--- config.mk ---
export PLATFORM = sky130hd
export DESIGN_NAME = inst_fetch
export DESIGN_NICKNAME = d
export VERILOG_FILES = /design/src/rtl/inst_fetch.sv
export SDC_FILE = /design/constraint.sdc
export NUM_CORES = 1
export LEC_CHECK = 0
export ABC_AREA = 1
export CORE_MARGIN = 8
export CORE_UTILIZATION = 27
export DETAILED_ROUTE_END_ITERATION = 8
export DONT_BUFFER_PORTS = 1
export SLEW_MARGIN = 30
export SYNTH_ARGS = -nofsm -noshare
export SYNTH_HDL_FRONTEND = slang
export SYNTH_SLANG_ARGS = --single-unit
export TNS_END_PERCENT = 10
--- constraint.sdc ---
create_clock -name clock -period 1.95 [get_ports clock]
set_input_delay 0.2925 -clock clock [delete_from_list [all_inputs] [get_ports clock]]
set_output_delay 0.2925 -clock clock [all_outputs]
set_load 0.05 [all_outputs]
--- src/rtl/inst_fetch.sv ---
// Program counter and fetch sequencing in front of the registered instruction ROM.
// Tags each returned ROM word with its PC, holds it under stall, squashes on redirect.
module inst_fetch #(
    parameter logic [31:0] RESET_PC = 32'h0000_0000,
    parameter logic [31:0] PC_INC   = 32'd4
) (
    input  logic        clock,
    input  logic        reset,
    input  logic        stall,
    input  logic        redirect_valid,
    input  logic [31:0] redirect_target,
    output logic [31:0] rom_addr,
    input  logic [31:0] rom_data,
    output logic [31:0] inst_out,
    output logic [31:0] inst_pc,
    output logic [31:0] inst_pc_plus4,
    output logic        inst_valid,
    output logic        misaligned
);

    logic [31:0] fetch_pc;
    logic [31:0] resp_pc;
    logic        resp_valid;
    logic [31:0] hold_data;
    logic        hold_valid;
    logic        advance;

    // A bubble never blocks fetch, so stall only matters while a word is presented.
    assign advance = !stall || !resp_valid;

    always_ff @(posedge clock) begin
        if (reset) begin
            fetch_pc   <= RESET_PC;
            resp_pc    <= 32'd0;
            resp_valid <= 1'b0;
            hold_valid <= 1'b0;
            hold_data  <= 32'd0;
            misaligned <= 1'b0;
        end else if (redirect_valid) begin
            fetch_pc   <= {redirect_target[31:2], 2'b00};
            resp_valid <= 1'b0;
            hold_valid <= 1'b0;
            misaligned <= misaligned | (redirect_target[1:0] != 2'b00);
        end else if (advance) begin
            resp_pc    <= fetch_pc;
            resp_valid <= 1'b1;
            fetch_pc   <= fetch_pc + PC_INC;
            hold_valid <= 1'b0;
        end else if (!hold_valid) begin
            // The ROM re-reads fetch_pc at this edge, so capture the presented word first.
            hold_data  <= rom_data;
            hold_valid <= 1'b1;
        end
    end

    assign rom_addr      = fetch_pc;
    assign inst_out      = hold_valid ? hold_data : rom_data;
    assign inst_pc       = resp_pc;
    assign inst_pc_plus4 = resp_pc + PC_INC;
    assign inst_valid    = resp_valid;

endmodule
==> results.txt <==
The flow ran to the end, but the final reports show violations. The checks that failed: setup timing. Count of buffers from port buffering: 0. Summed instance area of the synthesized netlist: 5450 um^2. The power density over cell area was 725 nW/um^2; the delay of the slowest cell on the worst path was 0.39 ns. Entering global routing, the biggest net connects 84 pins.

In the final timing run, aggregate negative setup slack is -2.12 ns. Summing the areas of all xor and xnor instances in the mapped netlist gives 4.66% of the synthesized area. In the routed layout, each cell is associated on average with a via count of 4.75. The most common cell in the synthesized netlist is sky130_fd_sc_hd__nand2_1. Counting stages on the worst path, the most repeated cell is sky130_fd_sc_hd__nor2_4. Walking the worst path, the cells encountered are nand3_2, inv_2, nand2_4, nor2_4, nand3_4, nor2_4, xor2_4, buf_12. The tools report the number of rows created at floorplan as 52. The area of the core came out at 20000 um^2. The synthesized design contains 0 enable-type register cells. The average detailed-routed wire length per instance was 16.3 um.

Synthesized-area fraction occupied by ao, oa, aoi and oai cells: 21.0%. The critical path class is reg -> out. In this run the remaining antenna-violating nets after routing total 0. The buffering stage count on the worst path with inverters included came out at 2.

The maximum clock frequency is 0.472 GHz. The slowest library cell on the worst path is sky130_fd_sc_hd__dfxtp_4. In the post-synthesis netlist, the biggest area contributors are sky130_fd_sc_hd__dfxtp_1 35%, sky130_fd_sc_hd__a21oi_1 11%, sky130_fd_sc_hd__nand2_1 9.2%.

Clock latency on the worst-skew pair, taken at its later pin, is 0.36 ns. The pre-antenna-repair detailed-routing pass consisted of 5 iterations. The total net switching power is 2110 uW, and the relative slew slack is 66.3%. The most instantiated flip-flop cell in the synthesis netlist is sky130_fd_sc_hd__dfxtp_1. After synthesis, the most frequently instantiated cells are 133 x sky130_fd_sc_hd__nand2_1, 120 x sky130_fd_sc_hd__a21oi_1, 108 x sky130_fd_sc_hd__nor2_1. Once detailed placement completed, the half-perimeter wirelength came to 15.7 mm.

The tools report the final global-route overflow total as 0. The logs give 0.0923 ns for the final hold slack and 0 for the count of inserted antenna diode cells. Data on the critical path is required at its endpoint by 1.66 ns. Counting flops with an async set or reset pin after synthesis yields a share of 0%. The count of synthesis-stage warnings from yosys is 0, and the number of antenna violations at the first check in global routing is 6. The synthesized flop and latch total came out at 95.

Counting the fill cells in the layout gives 2147. The clock buffer count from CTS came out at 9. At the end of the flow, the number of nets in the layout was 1024. The first global-routing pass estimated 30.6 mm of wire.

Summing the areas of all and, or, nand and nor instances in the mapped netlist gives 28.4% of the synthesized area. The multiplexer share of the synthesized area was 0%. Summed over all cells, the static leakage comes to 0.00321 uW. The count of endpoints failing hold in the final timing report came out at 0. Sequential cells burn 38.2% of the power.

The via count of the first global-routing pass was 5471; the synthesis-to-layout area growth was 43.8%. For this design the top-level I/O count stands at 198. The run gives -0.167 ns as the worst path setup slack after routing. The clock skew was 0.00749 ns; the peak supply drop was 385 uV.

In this run the worst path has a maximum fanout of 5. The proportion of layout cells with a drive suffix above 1 is 28.6%. For this run, design rule violations remaining after detail routing come to 0. The run gives 0 as the number of max-cap violations. The tools report the CTS root buffer as sky130_fd_sc_hd__clkbuf_16.

The tools report the combinational fraction of design power as 29.1%. Global routing used 15.8% of the available tracks. Dominant cell type by area after synthesis: sky130_fd_sc_hd__dfxtp_1. The die is 158 um wide.

The netlist uses 37 different library cells. Number of sinks on the clock net: 95. The final max-slew violation count is 0, and the via count is 5838.

Path type of the worst min-delay path: in -> reg. In this run the mean area of a mapped cell was 6.55 um^2. The clock network is responsible for 32.7% of the overall power. The internal power of the cells totals 3580 uW. The number of cells produced by synthesis is 832, and the final routed wirelength across all metal layers is 20.1 mm. The adder-cell share of the synthesized area is 0.459%.

Setup repair after global routing could not meet its margin everywhere. The share of the clock period used by the worst path came out at 109%. Overall power consumption: 5690 uW. The first routing iteration left 346 violations. The congestion estimate from routability-driven global placement came to 0.917.

The capturing element type of the critical path is an output port. In this run switching power makes up 37.1% of total power. Startpoint class of the critical path: a register.

The routed design could run at a clock period as short as 2.12 ns. At the placement stage, the worst setup path has a slack of 0.00335 ns. The initial core utilization is 27.2%.

The sequential fraction of the synthesis area is 34.9%, and the clock transition at the registers of the reported paths is 0.07 ns. CTS built an H-tree with a depth of 3. TritonCTS built the clock tree. In this run the vertical extent of the chip is 158 um.

After synthesis, the largest family of logic cells by area is simple AND/OR/NAND/NOR gates. For the pin with the worst max-slew slack, the measured transition is 0.505 ns. For the arrival time at the worst endpoint, the log shows 1.82 ns. The area share of the largest cell type after synthesis is 34.9%, and the maximum count of clock buffers along a single path is 2.

The floorplan step defined a die boundary enclosing 25000 um^2. Broken down by cell family, the worst path's largest delay share belongs to simple AND/OR/NAND/NOR gates. Setup violations remaining at the end of the flow were counted as 22.
[sequential cells by signal (all words and copies together), names as in the netlist]
register,count
hold_data,32
hold_valid,1
inst_pc,30
inst_valid,1
misaligned,1
rom_addr,30
[per-layer routing]
layer | GRT usage, % | vias to the layer above | wire length (um)
li1 | - | 2936 | -
met1 | 18.6 | 2638 | 8350
met2 | 25.6 | 212 | 9110
met3 | 6.25 | 40 | 2120
met4 | 5.61 | 12 | 429
met5 | 0 | - | 82
[kinds of logic (layout without fill, tap and decap cells)]
group,after synthesis,after routing
DFF,95,95
and+or+nand+nor,341,341
xor gates and xnor gates,29,29
other,1,6
buffers and inverters,139,261
AOI/OAI and AO/OA,225,225
adders and majority gates,2,2
[final timing paths]
path	start	to	slack [ns]	cells after the start
max reg2reg	rom_addr[3]$_SDFFE_PP0N_	rom_addr[16]$_SDFFE_PP0N_	0.34	9
max	inst_pc[4]$_SDFFE_PP0P_	inst_pc_plus4[23]	-0.17	8
min	reset	rom_addr[31]$_SDFFE_PP0N_	0.09	3
min reg2reg	hold_data[0]$_SDFFE_PP0P_	hold_data[0]$_SDFFE_PP0P_	0.45	2
[per-stage QoR]
| step | cells | util [%] | instance area [um^2] |
|---|---|---|---|
| final | 1229 | 39.1 | 7840 |
| after global routing | 1229 | 39.1 | 7840 |
| after CTS | 1225 | 38.4 | 7700 |
| after detailed placement | 1205 | 36.2 | 7260 |
| after global placement | 1205 | 36.2 | 7260 |
| after floorplan | 837 | - | 5750 |
[power groups by stage]
stage | clock [uW] | combinational (uW) | sequential, uW
3_3_place_gp | 0 | 1630 | 2210
6_report | 1860 | 1660 | 2170
4_1_cts | 1920 | 1660 | 2170
2_1_floorplan | 0 | 765 | 2560
3_5_place_dp | 0 | 1640 | 2220
5_1_grt | 2000 | 1760 | 2190
[worst reg2reg max path, cell delays in order, from the launching register on]
cell and delay [ns]:
sky130_fd_sc_hd__dfxtp_1 0.38, sky130_fd_sc_hd__ha_1 0.19, sky130_fd_sc_hd__nand2_1 0.08, sky130_fd_sc_hd__nor2_2 0.15, sky130_fd_sc_hd__nand2_2 0.15, sky130_fd_sc_hd__nor2_1 0.22, sky130_fd_sc_hd__nand2_1 0.09, sky130_fd_sc_hd__nand3_1 0.09
sky130_fd_sc_hd__nand2_1 0.08, sky130_fd_sc_hd__a21oi_1 0.12
[area by class of cell]
type | count | area, um^2 | area share [%]
Multi-Input combinational cell | 603 | 3430 | 43.8
Sequential cell | 95 | 1950 | 24.8
Timing Repair Buffer | 154 | 1480 | 18.8
Inverter | 91 | 342 | 4.36
Tap cell | 270 | 338 | 4.31
Clock buffer | 9 | 225 | 2.87
Clock inverter | 7 | 81.3 | 1.04
[cell usage in the layout, fill, tap and decap left out, types with 3 or more instances in the layout]
cell type,synthesis,layout
sky130_fd_sc_hd__o21ai_1,3,3
sky130_fd_sc_hd__inv_1,85,82
sky130_fd_sc_hd__inv_2,5,8
sky130_fd_sc_hd__xnor2_2,0,7
sky130_fd_sc_hd__a21oi_1,120,120
sky130_fd_sc_hd__nor2_2,7,8
sky130_fd_sc_hd__xor2_2,0,7
sky130_fd_sc_hd__xor2_4,0,4
sky130_fd_sc_hd__xor2_1,17,6
sky130_fd_sc_hd__nor2_1,108,102
sky130_fd_sc_hd__nand4_1,8,8
sky130_fd_sc_hd__buf_6,0,4
sky130_fd_sc_hd__o21ai_0,94,94
sky130_fd_sc_hd__buf_12,0,24
sky130_fd_sc_hd__nor3_1,12,4
sky130_fd_sc_hd__nand2_4,4,5
sky130_fd_sc_hd__nand2_1,133,125
sky130_fd_sc_hd__nand3_1,45,44
sky130_fd_sc_hd__buf_4,7,124
sky130_fd_sc_hd__dfxtp_2,0,12
sky130_fd_sc_hd__nor2_4,9,14
sky130_fd_sc_hd__clkinvlp_4,0,3
sky130_fd_sc_hd__xnor2_4,0,4
sky130_fd_sc_hd__conb_1,1,6
sky130_fd_sc_hd__dfxtp_4,0,8
sky130_fd_sc_hd__nand2_2,4,10
sky130_fd_sc_hd__clkbuf_16,0,9
sky130_fd_sc_hd__dfxtp_1,95,75
sky130_fd_sc_hd__nor3_2,1,8
sky130_fd_sc_hd__a211oi_1,4,4
[repair_timing]
action | 4_1_cts | 5_1_grt
endpoints found under the setup margin | 23 | 29
gates resized for setup | 26 | 24
cloned | 0 | 0
buffers inserted | 2 | 4
hold buffers | 2 | 0
pin swaps | 8 | 17
hold endpoints to repair | 6 | 0
Note: power is estimated with default switching activity, not from simulation.
